==> src/rtl/adder_result_packer_pkg.sv <==
// Shared constants, state encoding and the stored-entry layout for the result packer.
// Used by the packing sub-module and the skid-buffered top.
package adder_result_packer_pkg;

  localparam logic [31:0] QNAN_WORD = 32'h7FC0_0000;
  localparam logic [7:0]  EXP_ONES  = 8'hFF;
  localparam logic [7:0]  EXP_ZERO  = 8'h00;

  // Flag vector layout: {invalid, overflow, underflow}
  localparam int FLAG_INV = 2;
  localparam int FLAG_OVF = 1;
  localparam int FLAG_UNF = 0;

  localparam logic [1:0] ST_EMPTY = 2'd0;
  localparam logic [1:0] ST_ONE   = 2'd1;
  localparam logic [1:0] ST_TWO   = 2'd2;

  typedef struct packed {
    logic [31:0] word;
    logic [2:0]  flags;
  } entry_t;

endpackage

==> src/rtl/adder_result_packer_fp_pack_word.sv <==
// Combinational IEEE-754 single packing with invalid > overflow > underflow > normal priority.
// Zero latency; no flow control of its own.
module fp_pack_word
  import adder_result_packer_pkg::*;
#(
  parameter bit QNAN_CANON = 1'b1
) (
  input  logic        sign,
  input  logic [7:0]  exp,
  input  logic [22:0] mant,
  input  logic [2:0]  flags,
  output logic [31:0] word
);

  always_comb begin
    word = {sign, exp, mant};
    if (flags[FLAG_INV]) begin
      word = QNAN_CANON ? QNAN_WORD : {sign, EXP_ONES, mant};
    end else if (flags[FLAG_OVF]) begin
      word = {sign, EXP_ONES, 23'h0};
    end else if (flags[FLAG_UNF]) begin
      word = {sign, EXP_ZERO, mant};
    end
  end

endmodule

==> src/rtl/adder_result_packer.sv <==
// Packs adder results into IEEE-754 words behind a two-entry skid buffer; accept-to-out_valid is one cycle.
// in_ready is registered and drops only when both entries are held; output holds steady under out_ready=0.
module adder_result_packer
  import adder_result_packer_pkg::*;
#(
  parameter bit QNAN_CANON = 1'b1
) (
  input  logic        clk,
  input  logic        rst_n,
  input  logic        in_valid,
  output logic        in_ready,
  input  logic        in_sign,
  input  logic [22:0] in_mant,
  input  logic [7:0]  in_exp,
  input  logic        in_overflow,
  input  logic        in_underflow,
  input  logic        in_invalid,
  output logic        out_valid,
  input  logic        out_ready,
  output logic [31:0] out_result,
  output logic [2:0]  out_flags,
  output logic [2:0]  sticky_flags,
  input  logic        flags_clear,
  output logic [15:0] result_count
);

  logic [1:0]  state_q, state_d;
  logic        in_ready_q;
  entry_t      out_q, out_d;
  entry_t      skid_q, skid_d;
  entry_t      in_entry;
  logic [2:0]  in_flags;
  logic [31:0] in_word;
  logic [2:0]  sticky_q;
  logic [15:0] count_q;
  logic        accept, deliver;

  assign in_flags = {in_invalid, in_overflow, in_underflow};

  fp_pack_word #(
    .QNAN_CANON (QNAN_CANON)
  ) u_pack (
    .sign  (in_sign),
    .exp   (in_exp),
    .mant  (in_mant),
    .flags (in_flags),
    .word  (in_word)
  );

  assign in_entry = '{word: in_word, flags: in_flags};

  assign in_ready     = in_ready_q;
  assign out_valid    = (state_q == ST_ONE) || (state_q == ST_TWO);
  assign out_result   = out_q.word;
  assign out_flags    = out_q.flags;
  assign sticky_flags = sticky_q;
  assign result_count = count_q;

  assign accept  = in_valid && in_ready_q;
  assign deliver = out_valid && out_ready;

  always_comb begin
    state_d = state_q;
    out_d   = out_q;
    skid_d  = skid_q;
    case (state_q)
      ST_EMPTY: begin
        if (accept) begin
          out_d   = in_entry;
          state_d = ST_ONE;
        end
      end
      ST_ONE: begin
        if (accept && deliver) begin
          out_d = in_entry;
        end else if (accept) begin
          skid_d  = in_entry;
          state_d = ST_TWO;
        end else if (deliver) begin
          state_d = ST_EMPTY;
        end
      end
      ST_TWO: begin
        // in_ready is low here, so only the skid promotion can happen
        if (deliver) begin
          out_d   = skid_q;
          state_d = ST_ONE;
        end
      end
      default: begin
        state_d = ST_EMPTY;
      end
    endcase
  end

  always_ff @(posedge clk or negedge rst_n) begin
    if (!rst_n) begin
      state_q    <= ST_EMPTY;
      in_ready_q <= 1'b0;
      out_q      <= '0;
      skid_q     <= '0;
    end else begin
      state_q    <= state_d;
      in_ready_q <= (state_d != ST_TWO);
      out_q      <= out_d;
      skid_q     <= skid_d;
    end
  end

  // A delivery in the clearing cycle still lands in the sticky set
  always_ff @(posedge clk or negedge rst_n) begin
    if (!rst_n) begin
      sticky_q <= '0;
      count_q  <= '0;
    end else begin
      sticky_q <= (flags_clear ? 3'b000 : sticky_q) | (deliver ? out_q.flags : 3'b000);
      if (deliver) begin
        count_q <= count_q + 16'd1;
      end
    end
  end

endmodule
==> config.mk <==
export PLATFORM = sky130hd
export DESIGN_NAME = adder_result_packer
export DESIGN_NICKNAME = d
export VERILOG_FILES = /design/src/rtl/adder_result_packer_pkg.sv /design/src/rtl/adder_result_packer_fp_pack_word.sv /design/src/rtl/adder_result_packer.sv
export SDC_FILE = /design/constraint.sdc
export NUM_CORES = 1
export LEC_CHECK = 0
export ABC_AREA = 1
export ABC_CLOCK_PERIOD_IN_PS = 3200
export BUFFER_PORTS_ARGS = -buffer_cell sky130_fd_sc_hd__buf_2
export CAP_MARGIN = 15
export CORE_ASPECT_RATIO = 1.2
export CORE_UTILIZATION = 55
export DETAILED_ROUTE_END_ITERATION = 10
export GPL_ROUTABILITY_DRIVEN = 0
export HOLD_SLACK_MARGIN = 0.02
export PLACE_DENSITY = 0.9
export SETUP_SLACK_MARGIN = 0.3
export SYNTH_ARGS = -nofsm -noshare
export SYNTH_HDL_FRONTEND = slang
export SYNTH_SLANG_ARGS = --single-unit
==> constraint.sdc <==
create_clock -name clk -period 3.2 [get_ports clk]
set_input_delay 0.64 -clock clk [delete_from_list [all_inputs] [get_ports clk]]
set_output_delay 0.64 -clock clk [all_outputs]
set_load 0.05 [all_outputs]
After elaboration in Yosys (flattened, before gate mapping)
Cells that the tools add are included.
Word-level totals
  flip-flop bits (word level): 92
  output and inout bits: 56
Operators by class
  $add $sub $neg: 1
  equal/unequal tests: 6
  mux-type cells: 15
  bitwise operators: 2
  reduce and logical (&&, ||, !) cells: 8
Operator list (count)
  35-bit 2-to-1 mux: 3
  35-bit case mux with 3 select lines: 1
  31-bit 2-to-1 mux: 2
  32-bit 2-to-1 mux: 1
  16-bit by 1-bit adder with 16-bit output, second input constant: 1
  2-bit 2-to-1 mux: 5
  3-bit 2-to-1 mux: 2
  2-bit != test, second input constant: 3
  2-bit case mux with 3 select lines: 1
  4-bit AND reduction: 1
  1-bit logical AND: 3
  3-bit OR: 1
  3-bit AND reduction: 1
  3-bit nonzero test: 1
  2-bit by 1-bit == test with 1-bit output, second input constant: 1
  2-bit == test, second input constant: 1
  2-bit zero test: 1
  2-bit by 1-bit != test with 1-bit output, second input constant: 1
  1-bit logical OR: 1
  1-bit inverter: 1

Longest topological paths before layout
Gate-level depths: netlist (run 1).
  depth in word-level cells: 8
  depth in mapped cells: 10
  depth with buffers taken out: 10

Modules after synthesis
A second synthesis (run 1) with hierarchy kept.
Second synthesis, totals
  cell total of the unflattened synthesis: 544
  area, all modules: 4735.8 sq um
By module, submodules not included
  adder_result_packer: times used 1, cells each 471, area an instance 4210.3 sq um, sequential area each 2302.2 sq um
  fp_pack_word: times used 1, cells each 73, area an instance 525.5 sq um, sequential area each 0.0 sq um

Least setup slack after synthesis (run 1)
No wires, ideal clock.
  path kind: register -> register
  start point: register state_q[0]
  end point: register out_q, in the netlist out_flags[0]
  library setup time: 0.123 ns
  arrival: 1.830 ns
  data required time: 3.077 ns
  path slack: 1.246 ns
  cell stages (with the launch flop): 9
  path through: dfrtp_1 inv_1 ha_1 nand2_4 o21ai_4 nand3_4 buf_6 nand2_1 o21ai_2
On the way
  word-level cells in the longest chain between the ends: 6
  elaborated cells between the ends (all ways): 12
  classes of those cells: eq/ne (5); mux (1); reduce/logical (6)
RTL lines
  start: declaration: line adder_result_packer.sv:27  | logic [1:0] state_q, state_d;
  start signal: assignment: line adder_result_packer.sv:103  | state_q <= state_d;
  2-bit by 1-bit == test with 1-bit output / 2-bit == test (equally long branches): line adder_result_packer.sv:53  | assign out_valid = (state_q == ST_ONE) || (state_q == ST_TWO);
  1-bit logical OR (*): line adder_result_packer.sv:53
  via out_valid: line adder_result_packer.sv:18  | output logic out_valid,
  1-bit logical AND (*): line adder_result_packer.sv:60  | assign deliver = out_valid && out_ready;
  1-bit logical AND: line adder_result_packer.sv:74  | if (accept && deliver) begin
  2-bit by 1-bit != test with 1-bit output (no line)
  4-bit AND reduction (no line) (*)
  end signal: assignment: line adder_result_packer.sv:105  | out_q <= out_d;
  end: declaration: line adder_result_packer.sv:29  | entry_t out_q, out_d;
The timed path passes the listed nets; every way through them passes the cells marked *.
A chain may end at the register's enable or synchronous reset.

Worst setup path after layout (run 1)
  start point: register state_q[0]
  end point: register out_q, in the netlist out_result[19]
On the way
  word-level cells in the longest chain between the ends: 6
  elaborated cells between the ends (all ways): 12
  classes of those cells: eq/ne (5); mux (1); reduce/logical (6)
RTL lines (line)
  2-bit by 1-bit == test with 1-bit output / 2-bit == test (equally long branches): adder_result_packer.sv:53, adder_result_packer.sv:66
  1-bit logical OR: adder_result_packer.sv:53
  1-bit logical AND: adder_result_packer.sv:60
  1-bit logical AND: adder_result_packer.sv:74
  2-bit by 1-bit != test with 1-bit output (no line)
  4-bit AND reduction (no line)
Several ways; a longest one is shown, not always the timed one.

==> impl_table.tex, run 1 <==
\begin{tabular}{lr}
\hline
Metric & Value \\
\hline
\multicolumn{2}{l}{\textbf{STA}} \\
\quad Unrepaired setup endpoints after global routing & no \\
\quad Number of failing setup endpoints in the final timing report & 0 \\
\quad Final worst path period share & 0.771 \\
\quad Count of pins over their slew limit & 0 \\
\quad Hold Vio Cnt, Final & 0 \\
\quad Max Fclk & 0.405 GHz \\
\quad Shortest clock period the worst path allows after layout & 2.47 ns \\
\quad Worst-case clock skew & 0.00518 ns \\
\quad Setup TNS Final & 0 ns \\
\quad Relative slew margins & 0.344 \\
\quad Slew at the pin closest to its max-slew limit & 0.984 ns \\
\multicolumn{2}{l}{\textbf{Placement}} \\
\quad Post-DP HPWL & 6460 um \\
\quad Area of placed instances & 0.00506 sq mm \\
\quad PortBufs & 95 \\
\multicolumn{2}{l}{\textbf{Critical path}} \\
\quad Required time reported for the critical path endpoint & 3.40 ns \\
\quad Depth of the critical timing path with buffers and inverters included & 7 \\
\quad CP max stage cell & sky130\_fd\_sc\_hd\_\_nand3\_4 \\
\quad Top Family by Delay on Critical Path & simple AND/OR/NAND/NOR gates \\
\quad Worst setup path class & flip-flop to flip-flop \\
\quad Type of destination of the critical path & flip-flop \\
\quad Delay of the slowest cell on the worst path & 0.68 ns \\
\quad Top fanout value on the critical path & 70 \\
\quad Critical path startpoint category & flip-flop \\
\quad Arrival time reported for the critical path endpoint & 2.67 ns \\
\quad Cells traversed along the worst timing path & inv\_1, ha\_1, nand2\_4, o21ai\_4, nand3\_4, nand2\_1, o21ai\_2 \\
\quad Worst path buffer plus inverter count & 1 \\
\quad Cell depth of the worst flop-to-flop path & 7 \\
\multicolumn{2}{l}{\textbf{Yosys}} \\
\quad Prevailing post-synth register cell & sky130\_fd\_sc\_hd\_\_dfrtp\_1 \\
\quad Synthesis-stage register bit count & 92 \\
\quad Register area share after synthesis & 0.499 \\
\quad Synthesized area & 0.00462 sq mm \\
\quad Nets in the synthesized netlist & 546 \\
\quad Async set-or-reset flop fraction in the synthesized netlist & 1.00 \\
\quad Total number of yosys warnings & 0 \\
\quad Fraction of post-synthesis cell area in the top cell type by area & 0.499 \\
\quad Synthesized area per cell & 9.22 sq um \\
\quad Number of library cell types mapped by synthesis & 32 \\
\quad Most area-hungry cell type in the Yosys netlist & sky130\_fd\_sc\_hd\_\_dfrtp\_1 \\
\quad Number of enable-type register cells in the synthesized netlist & 0 \\
\quad Top cells by count, synth & sky130\_fd\_sc\_hd\_\_nand2\_1 (167), sky130\_fd\_sc\_hd\_\_dfrtp\_1 (92), sky130\_fd\_sc\_hd\_\_o21ai\_0 (64), sky130\_fd\_sc\_hd\_\_o21ai\_2 (35), sky130\_fd\_sc\_hd\_\_o31ai\_2 (22) \\
\quad Count of mapped cells out of synthesis & 501 \\
\quad Dominant cells by area after synthesis & sky130\_fd\_sc\_hd\_\_dfrtp\_1 (50\%), sky130\_fd\_sc\_hd\_\_nand2\_1 (14\%), sky130\_fd\_sc\_hd\_\_o21ai\_0 (6.9\%), sky130\_fd\_sc\_hd\_\_o21ai\_2 (6.6\%), sky130\_fd\_sc\_hd\_\_o31ai\_2 (6.0\%) \\
\quad Count leader, synth & sky130\_fd\_sc\_hd\_\_nand2\_1 \\
\multicolumn{2}{l}{\textbf{Clock network}} \\
\quad Clk\_lat worst skew & 0.34 ns \\
\quad Maximum clock insertion buffer count & 2 \\
\quad CTS H-tree depth & 3 \\
\quad CTS tree & yes \\
\quad Hold-fix buffers at CTS & 0 \\
\quad Clk sink count & 92 \\
\quad Post-CTS setup buffer count & 0 \\
\quad Clock-pin transition on the worst setup and hold timing paths & 0.08 ns \\
\quad Number of buffers created by CTS & 9 \\
\quad Clock root cell & sky130\_fd\_sc\_hd\_\_clkbuf\_8 \\
\quad Post-cts gate resize count & 0 \\
\multicolumn{2}{l}{\textbf{Drt}} \\
\quad Antenna violation net count after detailed routing & 0 \\
\quad First-pass detailed-route iteration total & 4 \\
\quad Avg Vias per Cell & 5.28 \\
\quad WL final & 9450 um \\
\quad Number of DRC markers after the initial detailed-route iteration & 209 \\
\quad \# DRC & 0 \\
\quad Routed wire per std cell & 13.5 um \\
\quad Vias & 3698 \\
\multicolumn{2}{l}{\textbf{Floorplan}} \\
\quad Floorplan die area & 0.00877 sq mm \\
\quad Initial Utilization & 0.566 \\
\quad Io pins & 96 \\
\quad X dimension of the die & 85.6 um \\
\quad Standard-cell rows & 36 \\
\quad Core Footprint & 0.00815 sq mm \\
\quad DIE HEIGHT & 102 um \\
\multicolumn{2}{l}{\textbf{Power}} \\
\quad Max IR drop VDD & 501 uV \\
\quad LEAKAGE & 0.00260 uW \\
\quad Cell internal pwr & 2630 uW \\
\quad Portion of total power attributed to the clock network & 0.147 \\
\quad Power spent charging and discharging nets & 2510 uW \\
\quad Pwr per Cell Area & 982 mW/mm\^{}2 \\
\quad Share of power burned in registers & 0.358 \\
\quad Combinational power share & 0.495 \\
\quad Switching portion of total power & 0.488 \\
\multicolumn{2}{l}{\textbf{Global route}} \\
\quad Maximum number of pins on one net before global-route repair & 71 \\
\quad Global Route Usage Sum & 0.230 \\
\quad Number of global-route vias before repair & 3622 \\
\quad Sum of overflow across all layers after global routing & 0 \\
\quad Global-route wire length before repair & 16000 um \\
\quad Number of antenna violations at the first check in global routing & 0 \\
\multicolumn{2}{l}{\textbf{Layout}} \\
\quad Layout cell share with drive strength beyond 1 & 0.316 \\
\quad Number of diodes & 0 \\
\quad Summed area of non-filler cells in the final layout & 0.00524 sq mm \\
\quad P\&R area growth vs syn & 13.5\% \\
\quad Post-layout net count & 627 \\
\multicolumn{2}{l}{\textbf{Outcome}} \\
\quad Run status & finished clean \\
\multicolumn{2}{l}{\textbf{Flow run}} \\
\quad Max-cap check violation count & 0 \\
\multicolumn{2}{l}{\textbf{Min path}} \\
\quad Class of the most critical hold timing path & input port to async pin \\
\hline
\end{tabular}
cell type report:
class	count	area [sq um]
repair buffers	98	513
fillers	667	2910
multi-input cells	355	2000
well taps	114	143
inverters	26	100
flip-flops and latches	92	2300
clock buffers	13	149
clock inverters	2	35.0
power groups by stage:
| stage | clock [uW] | sequential, uW | combinational (uW) |
|---|---|---|---|
| floorplan | 0 | 2580 | 1450 |
| global placement | 0 | 1840 | 2470 |
| detailed placement | 0 | 1860 | 2560 |
| CTS | 770 | 1840 | 2560 |
| global route | 819 | 1890 | 2780 |
| finish | 757 | 1840 | 2550 |
cell usage in the layout (no fill, tap or decap), types with 2 or more instances in the layout:
| cell type | synthesis | layout |
|---|---|---|
| sky130_fd_sc_hd__inv_2 | 3 | 3 |
| sky130_fd_sc_hd__nor2_1 | 13 | 13 |
| sky130_fd_sc_hd__inv_1 | 21 | 21 |
| sky130_fd_sc_hd__ha_1 | 5 | 5 |
| sky130_fd_sc_hd__clkbuf_1 | 4 | 3 |
| sky130_fd_sc_hd__o21ai_0 | 64 | 64 |
| sky130_fd_sc_hd__nand3_1 | 13 | 13 |
| sky130_fd_sc_hd__nor2_4 | 2 | 2 |
| sky130_fd_sc_hd__buf_2 | 10 | 94 |
| sky130_fd_sc_hd__xor2_1 | 7 | 7 |
| sky130_fd_sc_hd__buf_4 | 2 | 3 |
| sky130_fd_sc_hd__dfrtp_1 | 92 | 92 |
| sky130_fd_sc_hd__nand2_4 | 2 | 2 |
| sky130_fd_sc_hd__nand2_1 | 167 | 167 |
| sky130_fd_sc_hd__a21oi_1 | 2 | 2 |
| sky130_fd_sc_hd__xnor2_1 | 4 | 4 |
| sky130_fd_sc_hd__o31ai_2 | 22 | 22 |
| sky130_fd_sc_hd__clkbuf_8 | 0 | 10 |
| sky130_fd_sc_hd__o21ai_1 | 5 | 5 |
| sky130_fd_sc_hd__nor2_2 | 5 | 5 |
| sky130_fd_sc_hd__o21ai_2 | 35 | 35 |
cells by family (layout without fill, tap and decap cells):
kind of cell,Yosys count,after routing,synth area share
AND/OR/NAND/NOR,208,208,0.189
AO/OA/AOI/OAI,131,131,0.210
flip-flops,92,92,0.499
buffers and inverters,54,139,0.0683
XOR/XNOR,11,11,0.0209
adder cells (fa/ha/maj),5,5,0.0136
state kept, by name, indices dropped and copies added (netlist names):
signal,count
skid_q,35
out_result,32
result_count,16
out_flags,3
sticky_flags,3
state_q,2
in_ready,1
worst paths after layout:
check | startpoint | endpoint | slack (ns)
worst max-delay path | state_q[0]$_DFF_PN0_ | out_result[19]$_DFFE_PN0P_ | 0.73
worst min-delay path | rst_n | result_count[4]$_DFFE_PN0P_ | 0.34
worst max register to register | state_q[0]$_DFF_PN0_ | out_result[19]$_DFFE_PN0P_ | 0.73
worst min register to register | out_result[26]$_DFFE_PN0P_ | out_result[26]$_DFFE_PN0P_ | 0.49
max in group asynchronous | rst_n | skid_q[27]$_DFFE_PN0P_ | 2.19
min in group clk | out_result[26]$_DFFE_PN0P_ | out_result[26]$_DFFE_PN0P_ | 0.49
metrics by stage:
| stage | hold slack [ns] | std cells | power [uW] | worst slack, ns | util |
|---|---|---|---|---|---|
| after floorplan | 0.344 | 501 | 4030 | 1.25 | - |
| after global placement | 0.457 | 685 | 4310 | 0.843 | 0.620 |
| after detailed placement | 0.464 | 685 | 4410 | 0.764 | 0.620 |
| after CTS | 0.372 | 700 | 5170 | 0.730 | 0.643 |
| after global routing | 0.397 | 700 | 5480 | 0.546 | 0.643 |
| final | 0.345 | 700 | 5150 | 0.731 | 0.643 |
layer usage:
metal / vias to the layer above / part of all wire / routed length [um] / GRT usage
met5: - / 0 / 0 / 0
met4: 0 / 0.012 / 117 / 0.0679
met3: 11 / 0.052 / 491 / 0.0477
met2: 117 / 0.51 / 4840 / 0.417
met1: 1757 / 0.42 / 3990 / 0.276
li1: 1813 / - / - / -
Power figures use the tool's default switching activity.
==> run 2, diff against run 1 <==
- ABC_CLOCK_PERIOD_IN_PS: 3200 -> 2150
- CORE_UTILIZATION: 55 -> 50
- PLACE_DENSITY: 0.9 -> 0.87
- clock period: 3.2 -> 2.15 ns (I/O delays scaled with it)
==> run 2 against run 1 <==
  * Utilization shrank 2.5 points
  * Highest routed layer unchanged
  * Via count grew 0.76%
  * Largest cell class unchanged
  * Sequential share of layout area shrank 2.4 points
==> impl_table.tex, run 2 (synthesized netlist as in run 1, its figures left out) <==
\begin{tabular}{lr}
\hline
Metric & Value \\
\hline
\multicolumn{2}{l}{\textbf{Outcome}} \\
\quad Run status & finished clean \\
\multicolumn{2}{l}{\textbf{Critical path}} \\
\quad Startpoint of the most critical register-to-register path & state\_q[1]\$\_DFF\_PN0\_ \\
\quad Flop-to-flop setup slack & 0.39 ns (-0.34 ns) \\
\quad Worst setup path class & flip-flop to output port \\
\quad Critical path startpoint category & flip-flop \\
\quad Top fanout value on the critical path & 3 (-96\%) \\
\quad Type of destination of the critical path & output port \\
\quad Critical path launch point & state\_q[1]\$\_DFF\_PN0\_ \\
\quad Cell depth of the worst flop-to-flop path & 9 (+2) \\
\quad Required time reported for the critical path endpoint & 1.72 ns (-1.68 ns) \\
\quad Arrival time reported for the critical path endpoint & 1.38 ns (-1.29 ns) \\
\quad End of the worst register-to-register path & out\_result[14]\$\_DFFE\_PN0P\_ \\
\multicolumn{2}{l}{\textbf{Global route}} \\
\quad Most crowded layer after global routing & met2 \\
\quad Maximum number of pins on one net before global-route repair & 68 (-4.2\%) \\
\quad Number of global-route vias before repair & 3698 (+2.1\%) \\
\quad Global routing usage on met2 & 0.400 (-0.0172) \\
\quad Sum of overflow across all layers after global routing & 0 (unchanged) \\
\quad Global-route wire length before repair & 17100 um (+6.9\%) \\
\quad Number of antenna violations at the first check in global routing & 0 (unchanged) \\
\quad Global Route met3 Usage & 0.0487 (+0.00107) \\
\quad Met1 Use GR & 0.271 (-0.00470) \\
\quad Global Route Usage Sum & 0.226 (-0.00412) \\
\multicolumn{2}{l}{\textbf{Floorplan}} \\
\quad DIE HEIGHT & 107 um (+4.8\%) \\
\quad X dimension of the die & 89.7 um (+4.8\%) \\
\quad Initial Utilization & 0.514 (-0.0525) \\
\quad Io pins & 96 (unchanged) \\
\quad Core Footprint & 0.00899 sq mm (+10\%) \\
\quad Floorplan die area & 0.00962 sq mm (+9.8\%) \\
\quad Standard-cell rows & 38 (+5.6\%) \\
\multicolumn{2}{l}{\textbf{Layout}} \\
\quad Commonest non-fill, non-tap cells in the layout & sky130\_fd\_sc\_hd\_\_nand2\_1 (167), sky130\_fd\_sc\_hd\_\_buf\_2 (93), sky130\_fd\_sc\_hd\_\_dfrtp\_1 (92) \\
\quad Most common cell after layout, fill and taps aside & sky130\_fd\_sc\_hd\_\_nand2\_1 \\
\quad Post-layout net count & 642 (+2.4\%) \\
\quad Number of flip-flops in the largest register & 35 (unchanged) \\
\quad Layout cell share with drive strength beyond 1 & 0.341 (+0.0248) \\
\quad Number of diodes & 0 (unchanged) \\
\quad Layout filler cell count & 756 (+13\%) \\
\quad Largest register by flop count & skid\_q \\
\quad P\&R area growth vs syn & 20.2\% \\
\quad Final core utilization & 0.618 (-0.0252) \\
\multicolumn{2}{l}{\textbf{Drt}} \\
\quad Number of DRC markers after the initial detailed-route iteration & 248 (+19\%) \\
\quad Routed wire per std cell & 14.0 um (+3.8\%) \\
\quad Vias & 3726 (+0.76\%) \\
\quad \# DRC & 0 (unchanged) \\
\quad WL final & 10100 um (+7.1\%) \\
\quad Antenna violation net count after detailed routing & 0 (unchanged) \\
\quad Avg Vias per Cell & 5.16 (-2.3\%) \\
\quad First-pass detailed-route iteration total & 5 (+1) \\
\multicolumn{2}{l}{\textbf{STA}} \\
\quad Number of failing setup endpoints in the final timing report & 0 (unchanged) \\
\quad Worst-case clock skew & 0.0114 ns (+0.00619 ns) \\
\quad Hold Vio Cnt, Final & 0 (unchanged) \\
\quad Final worst path period share & 0.843 \\
\quad Setup TNS Final & 0 ns (unchanged) \\
\quad Max Fclk & 0.552 GHz \\
\quad Unrepaired setup endpoints after global routing & yes \\
\quad Relative slew margins & 0.590 (+0.246) \\
\quad Shortest clock period the worst path allows after layout & 1.81 ns \\
\quad Count of pins over their slew limit & 0 (unchanged) \\
\quad Slew at the pin closest to its max-slew limit & 0.615 ns (-0.370 ns) \\
\multicolumn{2}{l}{\textbf{Clock network}} \\
\quad Maximum clock insertion buffer count & 2 (unchanged) \\
\quad CTS tree & yes \\
\quad Clock root cell & sky130\_fd\_sc\_hd\_\_clkbuf\_8 \\
\quad Clk sink count & 92 (unchanged) \\
\quad Clock-pin transition on the worst setup and hold timing paths & 0.09 ns (about the same) \\
\quad Clk\_lat worst skew & 0.36 ns (+0.02 ns) \\
\quad CTS H-tree depth & 3 (unchanged) \\
\quad Number of buffers created by CTS & 9 (unchanged) \\
\multicolumn{2}{l}{\textbf{Min path}} \\
\quad Hold Path Sink & sticky\_flags[2]\$\_DFF\_PN0\_ \\
\quad Instance count along the most critical hold path & 2 \\
\quad Hold\_sp & flags\_clear \\
\quad Class of the most critical hold timing path & input port to flip-flop \\
\multicolumn{2}{l}{\textbf{Power}} \\
\quad Max IR drop VDD & 672 uV (+34\%) \\
\quad Pwr per Cell Area & 1510 mW/mm\^{}2 (+54\%) \\
\quad LEAKAGE & 0.00274 uW (+5.3\%) \\
\multicolumn{2}{l}{\textbf{Placement}} \\
\quad Post-DP HPWL & 7000 um (+8.4\%) \\
\quad PortBufs & 95 (unchanged) \\
\multicolumn{2}{l}{\textbf{Flow run}} \\
\quad Max-cap check violation count & 0 (unchanged) \\
\hline
\end{tabular}
-- run 2: power breakdown --
| group | total (uW) | internal, uW | switching (uW) |
|---|---|---|---|
| Combinational | 4170 | 1240 | 2930 |
| Sequential | 2740 | 2370 | 372 |
| Clock | 1500 | 892 | 605 |
-- run 2: cell type report --
class,count,area (sq um),area share
clock inverter,6,136,0.0246
inverter,26,100,0.0180
tap,120,150,0.0271
multi-input combinational,356,2030,0.366
timing repair buffer,112,704,0.127
clock buffer,10,128,0.0230
sequential,92,2300,0.415
-- run 2: worst max-delay path by stage --
stage          cells past startpoint                          to
3_3_place_gp                       9      skid_q[17]$_DFFE_PN0P_
3_5_place_dp                       8       skid_q[8]$_DFFE_PN0P_
5_1_grt                            9  out_result[14]$_DFFE_PN0P_
2_1_floorplan                      8    out_flags[0]$_DFFE_PN0P_
6_report                           3                   out_valid
4_1_cts                            9   out_result[2]$_DFFE_PN0P_
-- run 2: per-layer routing --
metal | wire length, um | up-vias
met5 | 0 | -
met3 | 475 | 12
met1 | 4240 | 1766
met4 | 166 | 0
met2 | 5240 | 103
li1 | - | 1845
-- run 2: worst max-delay path: stages, from the launching register on --
cell	delay, ns
sky130_fd_sc_hd__dfrtp_1	0.36
sky130_fd_sc_hd__inv_1	0.07
sky130_fd_sc_hd__ha_2	0.37
sky130_fd_sc_hd__buf_4	0.22
-- run 2: what timing repair did --
| action | CTS | global route |
|---|---|---|
| endpoints found under the setup margin | 46 | 32 |
| gates cloned | 2 | 0 |
| buffers inserted | 6 | 0 |
| resized for setup | 5 | 7 |
| hold buffers | 1 | 0 |
| pin swaps | 2 | 1 |
| hold endpoints to repair | 13 | 0 |
-- run 2: per-stage QoR --
stage / hold slack, ns / std cells / setup slack [ns] / cell area (sq um) / power, uW
global placement: 0.297 / 697 / 0.316 / 5140 / 6520
CTS: 0.267 / 722 / 0.329 / 5540 / 8440
global route: 0.285 / 722 / 0.292 / 5550 / 8920
detailed placement: 0.299 / 697 / 0.228 / 5140 / 6690
floorplan: 0.134 / 501 / 0.343 / 4620 / 6010
finish: 0.285 / 722 / 0.339 / 5550 / 8410
==> run 3, diff against run 2 <==
- ABC_AREA: 1 -> 0
- ABC_CLOCK_PERIOD_IN_PS: 2150 -> 1650
- CORE_UTILIZATION: 50 -> 49
- PLACE_DENSITY: 0.87 -> 0.86
- clock period: 2.15 -> 1.65 ns (I/O delays scaled with it)
==> run 3 against run 2 <==
  * The flow now finishes with violations (setup timing)
  * Clock-buffer cell count rose by 1
  * Sequential power rose by 43%
  * Critical path depth rose by 3
  * Sequential cell count did not move
  * Setup slack got worse by 0.49 ns
  * Clock power rose by 8%
  * Sequential share of layout area fell by 5.7 points
  * Area after synthesis fell by 8.8%
  * Global-route usage rose by 5.3 points
  * Largest power group unchanged
==> impl_table.tex, run 3 <==
\begin{tabular}{lr}
\hline
Metric & Value \\
\hline
\multicolumn{2}{l}{\textbf{Critical path}} \\
\quad Type of destination of the critical path & flip-flop \\
\quad End of the worst register-to-register path & result\_count[10]\$\_DFFE\_PN0P\_ \\
\quad Cell depth of the worst flop-to-flop path & 6 (-3) \\
\quad Arrival time reported for the critical path endpoint & 2.07 ns (+0.69 ns) \\
\quad Critical path launch point & state\_q[1]\$\_DFF\_PN0\_ \\
\quad Worst setup path class & flip-flop to flip-flop \\
\quad Delay of the slowest cell on the worst path & 0.39 ns (+0.02 ns) \\
\quad Flop-to-flop setup slack & -0.15 ns (-0.54 ns) \\
\quad Startpoint of the most critical register-to-register path & state\_q[1]\$\_DFF\_PN0\_ \\
\quad Critical path startpoint category & flip-flop \\
\quad Required time reported for the critical path endpoint & 1.92 ns (+0.20 ns) \\
\quad CP max stage cell & sky130\_fd\_sc\_hd\_\_dfrtp\_1 \\
\quad Worst path buffer plus inverter count & 1 (-1) \\
\quad Top Family by Delay on Critical Path & simple AND/OR/NAND/NOR gates \\
\quad Top fanout value on the critical path & 6 (+3) \\
\quad Cells traversed along the worst timing path & inv\_2, ha\_4, and2\_4, and4\_4, nand4\_1, xnor2\_2 \\
\multicolumn{2}{l}{\textbf{Yosys}} \\
\quad Prevailing post-synth register cell & sky130\_fd\_sc\_hd\_\_dfrtp\_1 \\
\quad Number of enable-type register cells in the synthesized netlist & 0 (unchanged) \\
\quad Fraction of post-synthesis cell area in the top cell type by area & 0.547 (+0.0483) \\
\quad Dominant cells by area after synthesis & sky130\_fd\_sc\_hd\_\_dfrtp\_1 (55\%), sky130\_fd\_sc\_hd\_\_mux2\_4 (11\%), sky130\_fd\_sc\_hd\_\_nand2\_1 (9.2\%), sky130\_fd\_sc\_hd\_\_o21ai\_0 (8.8\%), sky130\_fd\_sc\_hd\_\_xnor2\_1 (3.1\%) \\
\quad Top cells by count, synth & sky130\_fd\_sc\_hd\_\_nand2\_1 (103), sky130\_fd\_sc\_hd\_\_dfrtp\_1 (92), sky130\_fd\_sc\_hd\_\_o21ai\_0 (74), sky130\_fd\_sc\_hd\_\_mux2\_4 (30), sky130\_fd\_sc\_hd\_\_xnor2\_1 (15) \\
\quad Number of library cell types mapped by synthesis & 32 (unchanged) \\
\quad Synthesized area per cell & 10.6 sq um (+15\%) \\
\quad Register area share after synthesis & 0.547 (+0.0483) \\
\quad Most area-hungry cell type in the Yosys netlist & sky130\_fd\_sc\_hd\_\_dfrtp\_1 \\
\quad Synthesis-stage register bit count & 92 (unchanged) \\
\quad Synthesized area & 0.00421 sq mm (-8.8\%) \\
\quad Count of mapped cells out of synthesis & 398 (-21\%) \\
\quad Nets in the synthesized netlist & 443 (-19\%) \\
\quad Async set-or-reset flop fraction in the synthesized netlist & 1.00 (unchanged) \\
\quad Total number of yosys warnings & 0 (unchanged) \\
\quad Count leader, synth & sky130\_fd\_sc\_hd\_\_nand2\_1 \\
\multicolumn{2}{l}{\textbf{Layout}} \\
\quad Final core utilization & 0.784 (+0.166) \\
\quad Number of diodes & 0 (unchanged) \\
\quad P\&R area growth vs syn & 53.6\% \\
\quad Largest register by flop count & skid\_q \\
\quad Number of flip-flops in the largest register & 35 (unchanged) \\
\quad Number of cells in the finished layout apart from fillers & 659 (-8.7\%) \\
\quad Post-layout net count & 585 (-8.9\%) \\
\quad Most common cell after layout, fill and taps aside & sky130\_fd\_sc\_hd\_\_dfrtp\_1 \\
\quad Layout cell share with drive strength beyond 1 & 0.561 (+0.221) \\
\quad Commonest non-fill, non-tap cells in the layout & sky130\_fd\_sc\_hd\_\_dfrtp\_1 (84), sky130\_fd\_sc\_hd\_\_nand2\_1 (62), sky130\_fd\_sc\_hd\_\_buf\_2 (53) \\
\multicolumn{2}{l}{\textbf{STA}} \\
\quad Final hold slack & 0.183 ns (-0.102 ns) \\
\quad Count of pins over their slew limit & 0 (unchanged) \\
\quad Post-route setup slack & -0.153 ns (-0.492 ns) \\
\quad Hold Vio Cnt, Final & 0 (unchanged) \\
\quad Unrepaired setup endpoints after global routing & yes \\
\quad Setup TNS Final & -5.05 ns (-5.05 ns) \\
\quad Relative slew margins & 0.743 (+0.153) \\
\quad Slew at the pin closest to its max-slew limit & 0.386 ns (-0.229 ns) \\
\quad Number of failing setup endpoints in the final timing report & 64 (+64) \\
\quad Worst-case clock skew & 0.0173 ns (+0.00596 ns) \\
\quad Shortest clock period the worst path allows after layout & 1.80 ns \\
\quad Max Fclk & 0.555 GHz \\
\quad Final worst path period share & 1.09 \\
\multicolumn{2}{l}{\textbf{Drt}} \\
\quad Vias & 3700 (-0.70\%) \\
\quad WL final & 13400 um (+33\%) \\
\quad Antenna violation net count after detailed routing & 0 (unchanged) \\
\quad Number of DRC markers after the initial detailed-route iteration & 162 (-35\%) \\
\quad Routed wire length on met3 & 556 um (+17\%) \\
\quad Routed wire per std cell & 20.4 um (+45\%) \\
\quad \# DRC & 0 (unchanged) \\
\quad Routed length on met1 & 5100 um (+20\%) \\
\quad Avg Vias per Cell & 5.61 (+8.8\%) \\
\quad First-pass detailed-route iteration total & 4 (-1) \\
\quad Wire length on met2 & 7220 um (+38\%) \\
\quad Top layer used by detailed routing & met4 \\
\multicolumn{2}{l}{\textbf{Clock network}} \\
\quad Maximum clock insertion buffer count & 2 (unchanged) \\
\quad Clock root cell & sky130\_fd\_sc\_hd\_\_clkbuf\_8 \\
\quad Clk sink count & 92 (unchanged) \\
\quad CTS H-tree depth & 3 (unchanged) \\
\quad CTS tree & yes \\
\quad Clock-pin transition on the worst setup and hold timing paths & 0.09 ns (about the same) \\
\quad Number of buffers created by CTS & 9 (unchanged) \\
\quad Clk\_lat worst skew & 0.38 ns (+0.02 ns) \\
\multicolumn{2}{l}{\textbf{Power}} \\
\quad Max IR drop VDD & 1260 uV (+87\%) \\
\quad LEAKAGE & 0.00309 uW (+13\%) \\
\quad Pwr per Cell Area & 1970 mW/mm\^{}2 (+30\%) \\
\multicolumn{2}{l}{\textbf{Placement}} \\
\quad Post-Place Cells & 604 (-13\%) \\
\quad Worst slack after detailed placement & -0.181 ns (-0.410 ns) \\
\quad PortBufs & 95 (unchanged) \\
\quad Post-DP HPWL & 6570 um (-6.1\%) \\
\multicolumn{2}{l}{\textbf{Min path}} \\
\quad Class of the most critical hold timing path & input port to flip-flop \\
\quad Instance count along the most critical hold path & 2 (unchanged) \\
\quad Hold\_sp & flags\_clear \\
\quad Hold Path Sink & sticky\_flags[1]\$\_DFF\_PN0\_ \\
\multicolumn{2}{l}{\textbf{Global route}} \\
\quad Number of global-route vias before repair & 3797 (+2.7\%) \\
\quad Number of antenna violations at the first check in global routing & 0 (unchanged) \\
\quad Global Route Usage Sum & 0.279 (+0.0533) \\
\quad Maximum number of pins on one net before global-route repair & 43 (-37\%) \\
\quad Sum of overflow across all layers after global routing & 0 (unchanged) \\
\quad Global-route wire length before repair & 19100 um (+11\%) \\
\multicolumn{2}{l}{\textbf{Floorplan}} \\
\quad Initial Utilization & 0.511 (-0.00316) \\
\quad X dimension of the die & 86.6 um (-3.5\%) \\
\quad Core Footprint & 0.00824 sq mm (-8.3\%) \\
\quad DIE HEIGHT & 104 um (-3.5\%) \\
\quad Floorplan die area & 0.00897 sq mm (-6.8\%) \\
\quad Standard-cell rows & 36 (-5.3\%) \\
\quad Io pins & 96 (unchanged) \\
\multicolumn{2}{l}{\textbf{Flow run}} \\
\quad Max-cap check violation count & 0 (unchanged) \\
\multicolumn{2}{l}{\textbf{Outcome}} \\
\quad Run status & complete, but fails checks \\
\quad Violated checks & setup timing \\
\hline
\end{tabular}
==> run 3: repair_timing <==
item                                    4_1_cts  5_1_grt
hold buffers                                  1        0
pin swaps                                    63       23
resized for setup                           192       64
endpoints found under the setup margin      112      115
endpoints found under the hold margin        25        0
cloned                                       10        2
buffers inserted                             16       10
==> run 3: cell type report <==
class / instances / area [sq um]
Tap cell: 114 / 143
Multi-Input combinational cell: 275 / 2250
Fill cell: 457 / 1780
Timing Repair Buffer: 154 / 1510
Clock buffer: 11 / 151
Inverter: 8 / 30.0
Clock inverter: 5 / 60.1
Sequential cell: 92 / 2310
==> run 3: cell families (layout without fill, tap and decap cells) <==
logic type,count (synthesis),in the layout,synth area share
and+or+nand+nor,127,127,0.127
DFF,92,92,0.547
AOI/OAI and AO/OA,90,90,0.113
muxes,37,37,0.126
buffers and inverters,31,178,0.0389
xor gates and xnor gates,16,16,0.0333
adders and majority gates,5,5,0.0149
==> run 3: metal layers <==
layer  GRT usage  vias to the layer above
li1            -                     1627
met1       0.324                     1875
met2       0.490                      154
met3      0.0406                       44
met4       0.145                        0
met5           0                        -
==> run 3: power by group <==
group / internal [uW] / switching (uW) / leakage [uW]
logic: 3360 / 3800 / 0.00181
clock network: 786 / 835 / 0.000106
registers: 3090 / 824 / 0.00117
==> run 3: worst max path at each step <==
stage | end | slack, ns | depth (start not counted)
after global placement | out_result[13]$_DFFE_PN0P_ | -0.02 | 7
after CTS | out_result[14]$_DFFE_PN0P_ | -0.03 | 7
after detailed placement | out_result[11]$_DFFE_PN0P_ | -0.18 | 7
after floorplan | result_count[10]$_DFFE_PN0P_ | -0.16 | 8
after global routing | result_count[10]$_DFFE_PN0P_ | -0.22 | 6
final | result_count[10]$_DFFE_PN0P_ | -0.15 | 6
==> run 3: stage by stage <==
step,power (uW),instance area [sq um]
after global placement,8220,4950
after floorplan,7230,4260
final,12700,6460
after global routing,13200,6460
after detailed placement,8440,4950
after CTS,11800,6110
